===== src/rtl/ili9341_par8_driver.sv =====
// ILI9341 8080-style 8-bit parallel bus driver: power-on reset, init ROM walk,
// address-window re-send and RGB565 pixel writes as two data bytes each.
module ili9341_par8_driver #(
    parameter int unsigned RESET_LOW_CYCLES  = 160,
    parameter int unsigned RESET_WAIT_CYCLES = 1_920_000,
    parameter int unsigned SLEEP_WAIT_CYCLES = 1_920_000
) (
    input  logic        clk_16MHz,
    input  logic        resetn,
    input  logic        reset_cursor,
    input  logic [15:0] pix_data,
    input  logic        pix_clk,
    output logic        busy,
    output logic        nreset,
    output logic        cmd_data,
    output logic        write_edge,
    output logic [7:0]  dout
);

    typedef enum logic [2:0] {
        RST_LOW, RST_WAIT, INIT_A, SLEEP_WAIT, INIT_B, CURSOR, IDLE, PIXEL
    } state_t;

    localparam logic [20:0] RST_LOW_LAST   = 21'(RESET_LOW_CYCLES - 1);
    localparam logic [20:0] RST_WAIT_LAST  = 21'(RESET_WAIT_CYCLES - 1);
    localparam logic [20:0] SLEEP_LAST     = 21'(SLEEP_WAIT_CYCLES - 1);
    localparam logic [4:0]  INIT_B_FIRST   = 5'd1;
    localparam logic [4:0]  INIT_B_LAST    = 5'd5;
    localparam logic [4:0]  CURSOR_FIRST   = 5'd6;
    localparam logic [4:0]  CURSOR_LAST    = 5'd16;

    // Init ROM entries are {dc, byte}; index ranges select INIT_A, INIT_B, CURSOR.
    function automatic logic [8:0] rom_entry(input logic [4:0] i);
        case (i)
            5'd0:    rom_entry = 9'h011;
            5'd1:    rom_entry = 9'h03A;
            5'd2:    rom_entry = 9'h155;
            5'd3:    rom_entry = 9'h036;
            5'd4:    rom_entry = 9'h128;
            5'd5:    rom_entry = 9'h029;
            5'd6:    rom_entry = 9'h02A;
            5'd7:    rom_entry = 9'h100;
            5'd8:    rom_entry = 9'h100;
            5'd9:    rom_entry = 9'h101;
            5'd10:   rom_entry = 9'h13F;
            5'd11:   rom_entry = 9'h02B;
            5'd12:   rom_entry = 9'h100;
            5'd13:   rom_entry = 9'h100;
            5'd14:   rom_entry = 9'h100;
            5'd15:   rom_entry = 9'h1EF;
            5'd16:   rom_entry = 9'h02C;
            default: rom_entry = 9'h000;
        endcase
    endfunction

    state_t      state_reg, state_next;
    logic        phase_reg, phase_next;
    logic [4:0]  idx_reg, idx_next;
    logic [20:0] cnt_reg, cnt_next;
    logic [15:0] hold_reg, hold_next;
    logic        pend_cursor_reg, pend_cursor_next;
    logic        pend_pixel_reg, pend_pixel_next;
    logic        nreset_reg, nreset_next;
    logic        busy_reg, busy_next;
    logic        we_reg, we_next;
    logic        dc_reg, dc_next;
    logic [7:0]  dout_reg, dout_next;

    logic        emit;
    logic [8:0]  emit_word;
    logic        seq_done;
    logic [4:0]  last_idx;

    always_comb begin
        state_next       = state_reg;
        phase_next       = phase_reg;
        idx_next         = idx_reg;
        cnt_next         = cnt_reg;
        hold_next        = hold_reg;
        pend_cursor_next = pend_cursor_reg;
        pend_pixel_next  = pend_pixel_reg;
        nreset_next      = nreset_reg;
        busy_next        = busy_reg;
        we_next          = we_reg;
        dc_next          = dc_reg;
        dout_next        = dout_reg;
        emit             = 1'b0;
        emit_word        = 9'h000;
        seq_done         = 1'b0;

        case (state_reg)
            INIT_A:  last_idx = 5'd0;
            INIT_B:  last_idx = INIT_B_LAST;
            CURSOR:  last_idx = CURSOR_LAST;
            default: last_idx = 5'd1;
        endcase

        if (reset_cursor && (state_reg inside {INIT_A, SLEEP_WAIT, INIT_B, CURSOR, PIXEL}))
            pend_cursor_next = 1'b1;

        case (state_reg)
            RST_LOW: begin
                if (cnt_reg == RST_LOW_LAST) begin
                    state_next  = RST_WAIT;
                    cnt_next    = '0;
                    nreset_next = 1'b1;
                end else begin
                    cnt_next = cnt_reg + 21'd1;
                end
            end
            RST_WAIT: begin
                if (cnt_reg == RST_WAIT_LAST) begin
                    state_next = INIT_A;
                    idx_next   = 5'd0;
                    phase_next = 1'b0;
                    cnt_next   = '0;
                end else begin
                    cnt_next = cnt_reg + 21'd1;
                end
            end
            SLEEP_WAIT: begin
                if (cnt_reg == SLEEP_LAST) begin
                    state_next = INIT_B;
                    idx_next   = INIT_B_FIRST;
                    phase_next = 1'b0;
                    cnt_next   = '0;
                end else begin
                    cnt_next = cnt_reg + 21'd1;
                end
            end
            IDLE: begin
                // busy is still high for the first IDLE cycle after a sequence
                busy_next = 1'b0;
                if (reset_cursor || pend_cursor_reg) begin
                    state_next       = CURSOR;
                    idx_next         = CURSOR_FIRST;
                    emit             = 1'b1;
                    emit_word        = rom_entry(CURSOR_FIRST);
                    busy_next        = 1'b1;
                    pend_cursor_next = 1'b0;
                    if (pix_clk && !busy_reg) begin
                        pend_pixel_next = 1'b1;
                        hold_next       = pix_data;
                    end
                end else if (pix_clk && !busy_reg) begin
                    state_next = PIXEL;
                    idx_next   = 5'd0;
                    hold_next  = pix_data;
                    emit       = 1'b1;
                    emit_word  = {1'b1, pix_data[15:8]};
                    busy_next  = 1'b1;
                end
            end
            default: begin
                if (!phase_reg) begin
                    emit      = 1'b1;
                    emit_word = (state_reg == PIXEL)
                              ? {1'b1, (idx_reg[0] ? hold_reg[7:0] : hold_reg[15:8])}
                              : rom_entry(idx_reg);
                end else begin
                    we_next    = 1'b1;
                    phase_next = 1'b0;
                    if (idx_reg == last_idx)
                        seq_done = 1'b1;
                    else
                        idx_next = idx_reg + 5'd1;
                end
            end
        endcase

        // Chaining straight into the next sequence keeps the bus gap-free.
        if (seq_done) begin
            case (state_reg)
                INIT_A: begin
                    state_next = SLEEP_WAIT;
                    cnt_next   = '0;
                end
                INIT_B: begin
                    state_next       = CURSOR;
                    idx_next         = CURSOR_FIRST;
                    pend_cursor_next = 1'b0;
                end
                default: begin
                    if (pend_cursor_next) begin
                        state_next       = CURSOR;
                        idx_next         = CURSOR_FIRST;
                        pend_cursor_next = 1'b0;
                    end else if (pend_pixel_reg) begin
                        state_next      = PIXEL;
                        idx_next        = 5'd0;
                        pend_pixel_next = 1'b0;
                    end else begin
                        state_next = IDLE;
                    end
                end
            endcase
        end

        if (emit) begin
            dout_next  = emit_word[7:0];
            dc_next    = emit_word[8];
            we_next    = 1'b0;
            phase_next = 1'b1;
        end
    end

    always_ff @(posedge clk_16MHz) begin
        if (!resetn) begin
            state_reg       <= RST_LOW;
            phase_reg       <= 1'b0;
            idx_reg         <= '0;
            cnt_reg         <= '0;
            hold_reg        <= '0;
            pend_cursor_reg <= 1'b0;
            pend_pixel_reg  <= 1'b0;
            nreset_reg      <= 1'b0;
            busy_reg        <= 1'b1;
            we_reg          <= 1'b1;
            dc_reg          <= 1'b1;
            dout_reg        <= 8'h00;
        end else begin
            state_reg       <= state_next;
            phase_reg       <= phase_next;
            idx_reg         <= idx_next;
            cnt_reg         <= cnt_next;
            hold_reg        <= hold_next;
            pend_cursor_reg <= pend_cursor_next;
            pend_pixel_reg  <= pend_pixel_next;
            nreset_reg      <= nreset_next;
            busy_reg        <= busy_next;
            we_reg          <= we_next;
            dc_reg          <= dc_next;
            dout_reg        <= dout_next;
        end
    end

    assign busy       = busy_reg;
    assign nreset     = nreset_reg;
    assign cmd_data   = dc_reg;
    assign write_edge = we_reg;
    assign dout       = dout_reg;

endmodule


===== config.mk =====
export PLATFORM = sky130hd
export DESIGN_NAME = ili9341_par8_driver
export DESIGN_NICKNAME = d
export VERILOG_FILES = /design/src/rtl/ili9341_par8_driver.sv
export SDC_FILE = /design/constraint.sdc
export NUM_CORES = 1
export LEC_CHECK = 0
export BUFFER_PORTS_ARGS = -buffer_cell sky130_fd_sc_hd__buf_2
export CORE_AREA = 2 2 112 71
export CTS_CLUSTER_SIZE = 25
export DETAILED_ROUTE_END_ITERATION = 8
export DIE_AREA = 0 0 114 73
export MAX_ROUTING_LAYER = met4
export PLACE_DENSITY_LB_ADDON = 0.25
export SYNTH_ARGS = -nofsm -noshare
export SYNTH_HDL_FRONTEND = slang
export SYNTH_SLANG_ARGS = --single-unit

===== constraint.sdc =====
create_clock -name clk_16MHz -period 4.3 [get_ports clk_16MHz]
set_input_delay 0.86 -clock clk_16MHz [delete_from_list [all_inputs] [get_ports clk_16MHz]]
set_output_delay 0.86 -clock clk_16MHz [all_outputs]
set_load 0.02 [all_outputs]

### Yosys cells after proc, flatten, opt, wreduce, memory -nomap -nowiden

Memories as Yosys holds them, arrays and structs flattened. A register that Yosys moved wholly into a read port is not among the register bits.
Cells that the tools add are included.

| storage, ports and cells | value |
|---|---|
| ROM bits | 288 |
| memories | 1 |
| bits in registers | 60 |
| latch bits | 0 |
| word-level logic and storage cells | 109 |
| memory bits (writable) | 0 |
| input bits | 20 |
| output and inout bits | 12 |

| cells by class | value |
|---|---|
| $mul | 0 |
| bitwise logic cells | 0 |
| order comparisons | 0 |
| equality and inequality tests | 17 |
| divide/modulo/power cells | 0 |
| shift-type cells | 0 |
| add/subtract/negate cells | 2 |
| reductions and logical operators | 18 |
| mux-type cells | 59 |

Memories:

| name | depth | bits a word | rd ports | clocked after memory_dff | write ports | line | source |
|---|---|---|---|---|---|---|---|
| (name not given) | 32 | 9 | 1 | 1 | 0 | 34 | `case (i)` |

Operators by type and width:

| cell | number |
|---|---|
| $mux W21 | 4 |
| $mux W5 | 10 |
| $pmux W21 S2 | 1 |
| $mux W9 | 4 |
| $mux W1 | 24 |
| $add A21 B1 Y21 const B | 1 |
| $eq A21 B21 Y1 const B | 1 |
| $eq A21 B8 Y1 const B | 1 |
| $pmux W5 S4 | 1 |
| $mux W3 | 6 |
| $pmux W9 S2 | 1 |
| $pmux W5 S3 | 1 |
| $eq A3 B3 Y1 const B | 4 |
| $pmux W3 S4 | 1 |
| $pmux W5 S2 | 1 |
| $reduce_bool A5 Y1 | 2 |
| $mux W8 | 1 |
| $reduce_and A2 Y1 | 4 |
| $eq A3 B2 Y1 const B | 2 |
| $ne A3 B3 Y1 const B | 2 |
| $pmux W3 S2 | 1 |
| $reduce_or A2 Y1 | 3 |
| $add A5 B1 Y5 const B | 1 |
| $eq A5 B5 Y1 | 1 |
| other kinds (15) | 18 |

### Depth between registers and ports, before layout

| logic depth | value |
|---|---|
| word-level depth | 11 |
| gate-level depth with buffers | 13 |
| gate-level depth less buffers | 13 |

### Worst setup path after synthesis

Ideal clock, no wire load.

| path | value |
|---|---|
| path type | input -> register |
| from | in reset_cursor |
| to | reg (tool-made name) |
| required time | 4.230 ns |
| path slack | 1.198 ns |
| cell stages on the path | 10 |
| setup time | 0.070 ns |
| arrival time | 3.032 ns |
| buffers on the path | 0 |
| cell sequence | or2_1 > nor3_2 > a31o_2 > o21ai_0 > a41oi_1 > ha_1 > a21boi_0 > a221oi_2 > or3_1 > a21oi_1 |

RTL lines:

| what | line | source |
|---|---|---|
| start: declaration | 10 | `input logic reset_cursor,` |

==> results.md <==
- Clk pin slew, worst setup/hold paths: 0.05 ns
- Post-Synth XOR/XNOR Area: 4.49%
- Synth Area per Inst: 8.14 um^2
- CTS tree: yes
- Synth area leader: dfxtp_1
- Ranking of synthesized cells by area: dfxtp_1 38%, a21oi_1 6.1%, nand2_1 6.0%, nor2_1 5.0%, mux2i_1 3.0%
- Synthesized area: 3680 um^2
- Largest net degree at the start of global routing: 28
- Total Power: 2280 uW
- Clock sink total: 69
- Die Y-Extent: 73 um
- Clk buf depth: 2
- Largest family of logic cells by synthesized area: simple AND/OR/NAND/NOR gates
- Ys Warns: 0
- Residual DRC: 0
- CTS root buf: clkbuf_16
- Via count: 3454
- Hold_buf cts: 0
- Fmax: 0.270 GHz
- Die footprint: 8320 um^2
- Crit end category: flip-flop
- Top-count cell post-synth: dfxtp_1
- Site row count: 25
- Syn_nets: 479
- CORE AREA: 7440 um^2
- Async SR Flop Fraction: 0%
- First-pass GRT wire length: 15600 um
- Area share of the largest cell type after synthesis: 37.6%
- RSZ-0062 raised after global routing: false
- Max-Slew Margin vs Limit: 42.9%
- Post-CTS Repair Setup Buffers: 0
- R2r setup slk: 0.59 ns
- Antenna violations before repair: 0
- CP Max Fanout: 19
- H-tree levels: 3
- Routed Antenna Nets: 0
- Library cells used by synthesis: 73
- Syn Inst Count: 452
- VDD IR max: 0.000245 V
- Most frequent cells after synthesis: 69 x dfxtp_1, 59 x nand2_1, 49 x nor2_1
- Slowest library cell on the worst path: dfxtp_1
- Yosys reg bits: 69
- Leakage: 0.00157 uW
- Tmin final: 3.71 ns
- Area Growth Syn to Fin: 15.8%
- Critical path cell sequence: nor3b_4 > a2111oi_2 > o32a_4 > or3_1 > a41oi_1 > ha_1 > a21boi_0 > a221oi_2 > or3_1 > a21oi_1
- Final setup fails: 0
- Finished Layout Cells: 579
- Cts bufs inserted: 9
- CP Class: flip-flop to flip-flop
- TNS Setup: 0 ns
- Type of the most critical hold path: flip-flop to flip-flop
- Total GRT Usage: 25.0%
- Worst Path Required: 4.56 ns
- First DRT Iteration DRCs: 412
- Compound-Gate Fraction of Synth Area: 20.9%
- Status: completed
- CP max stage delay: 0.72 ns
- Gr ovfl total: 0
- Largest delay share family, worst path: compound AO/OA/AOI/OAI gates
- Main synth FF type: dfxtp_1
- Die span in x: 114 um
- # resized after CTS: 0
- Finished Cell Area: 4260 um^2
- Min Hold Slack: 0.454 ns
- Post-Place Cells: 563
- Detailed Routing Iterations Pass 1: 6
- Vias in the first global route: 2966
- Post-DP Area: 3910 um^2
- Antenna cells: 0
- Layout cells sized above 1: 16.1%
- Worst Tran Pin Value: 0.850 ns
- Part of the cycle the worst path needs: 86.2%
- Slew Limit Fails: 0
- Post-DP HPWL: 7040 um
- Sequential area share after synthesis: 37.6%
- Synth Area in Simple Gates: 27.4%
- Routed len/inst: 17.1 um
- WP data arrival: 3.97 ns
- Vias per cell: 5.97
- Number of port buffers: 31
- Ports: 32
- CP most frequent cell: or3_1
- NumNets Final: 507
- Initial core utilization: 49.4%
- Post-synthesis mux area share: 2.99%
- Final Hold Fails: 0
- Clock skew: 0.00719 ns
- Placer Congestion: 0.923
- CP bufs+invs: 0
- Post-synthesis adder-cell area fraction: 2.65%
- Pwr/cell area: 536 nW/um^2
- Detailed-route wire length: 9890 um
- Clk_lat worst skew: 0.34 ns
- Number of synthesized flops with an enable pin: 0
- Max cap viols: 0
- CP Launch Type: flip-flop
[metrics by stage]
stage                     util [%]  setup slack (ns)
after floorplan                  -              1.20
after global placement        52.5             0.785
after detailed placement      52.5             0.711
after CTS                     57.2             0.672
after global routing          57.2             0.376
final                         57.2             0.592
[cell type report]
cell class              instances  area, um^2
multi-input cells             348        2150
clock buffers                   9         225
repair buffers                 38         208
well taps                      94         118
fillers                       677        3190
clock inverters                 7         123
inverters                      14        52.6
flip-flops and latches         69        1380
[tightest hold or removal path: cells and delay by family (launching register included)]
family,cells,cell delay [ns]
flops,1,0.30
compound gates,1,0.05
simple gates,1,0.05
[per-layer routing]
metal | track usage, % | wire, um | up-vias
met3 | 7.48 | 938 | 9
met1 | 37.7 | 4960 | 1624
met2 | 32.7 | 3900 | 158
met5 | - | 0 | -
met4 | 4.47 | 95 | 0
li1 | - | - | 1663
[logic make-up (layout without fill, tap and decap cells)]
group	Yosys count	in the layout
xor+xnor	18	18
mux	11	11
simple gates	197	197
compound gates	114	114
fa+ha+maj	8	8
buf+inv	35	68
flops	69	69
[placed cells by master, fill, tap and decap left out, drive strengths merged, types with 3 or more instances in the layout]
master,count
a31o,3
ha,7
nor2b,8
a21boi,3
nand2b,7
nor3,11
o21ai,20
or3,5
and3,8
or2,6
nand2,60
clkbuf,9
nor4,4
a221oi,3
xor2,10
mux2i,11
nand4,8
nand3,17
nor4b,3
dfxtp,69
nand3b,4
a222oi,5
o21a,5
xnor2,8
a21oi,46
nor2,50
and4,3
buf,38
a211oi,3
bufinv,3
inv,14
[path summary, 6_finish.rpt]
path | from | end | cells past startpoint
max | state_reg[1] | flip-flop | 10
min | hold_reg[6] | hold_reg[6] | 2
max reg2reg | state_reg[1] | flip-flop | 10
min reg2reg | hold_reg[6] | hold_reg[6] | 2
[where the power goes]
group,switching (uW),internal (uW),total (uW)
Sequential,96.8,716,813
Combinational,376,234,610
Clock,288,569,857
Total,761,1520,2280
No activity file was read; power rests on OpenSTA's default activity.
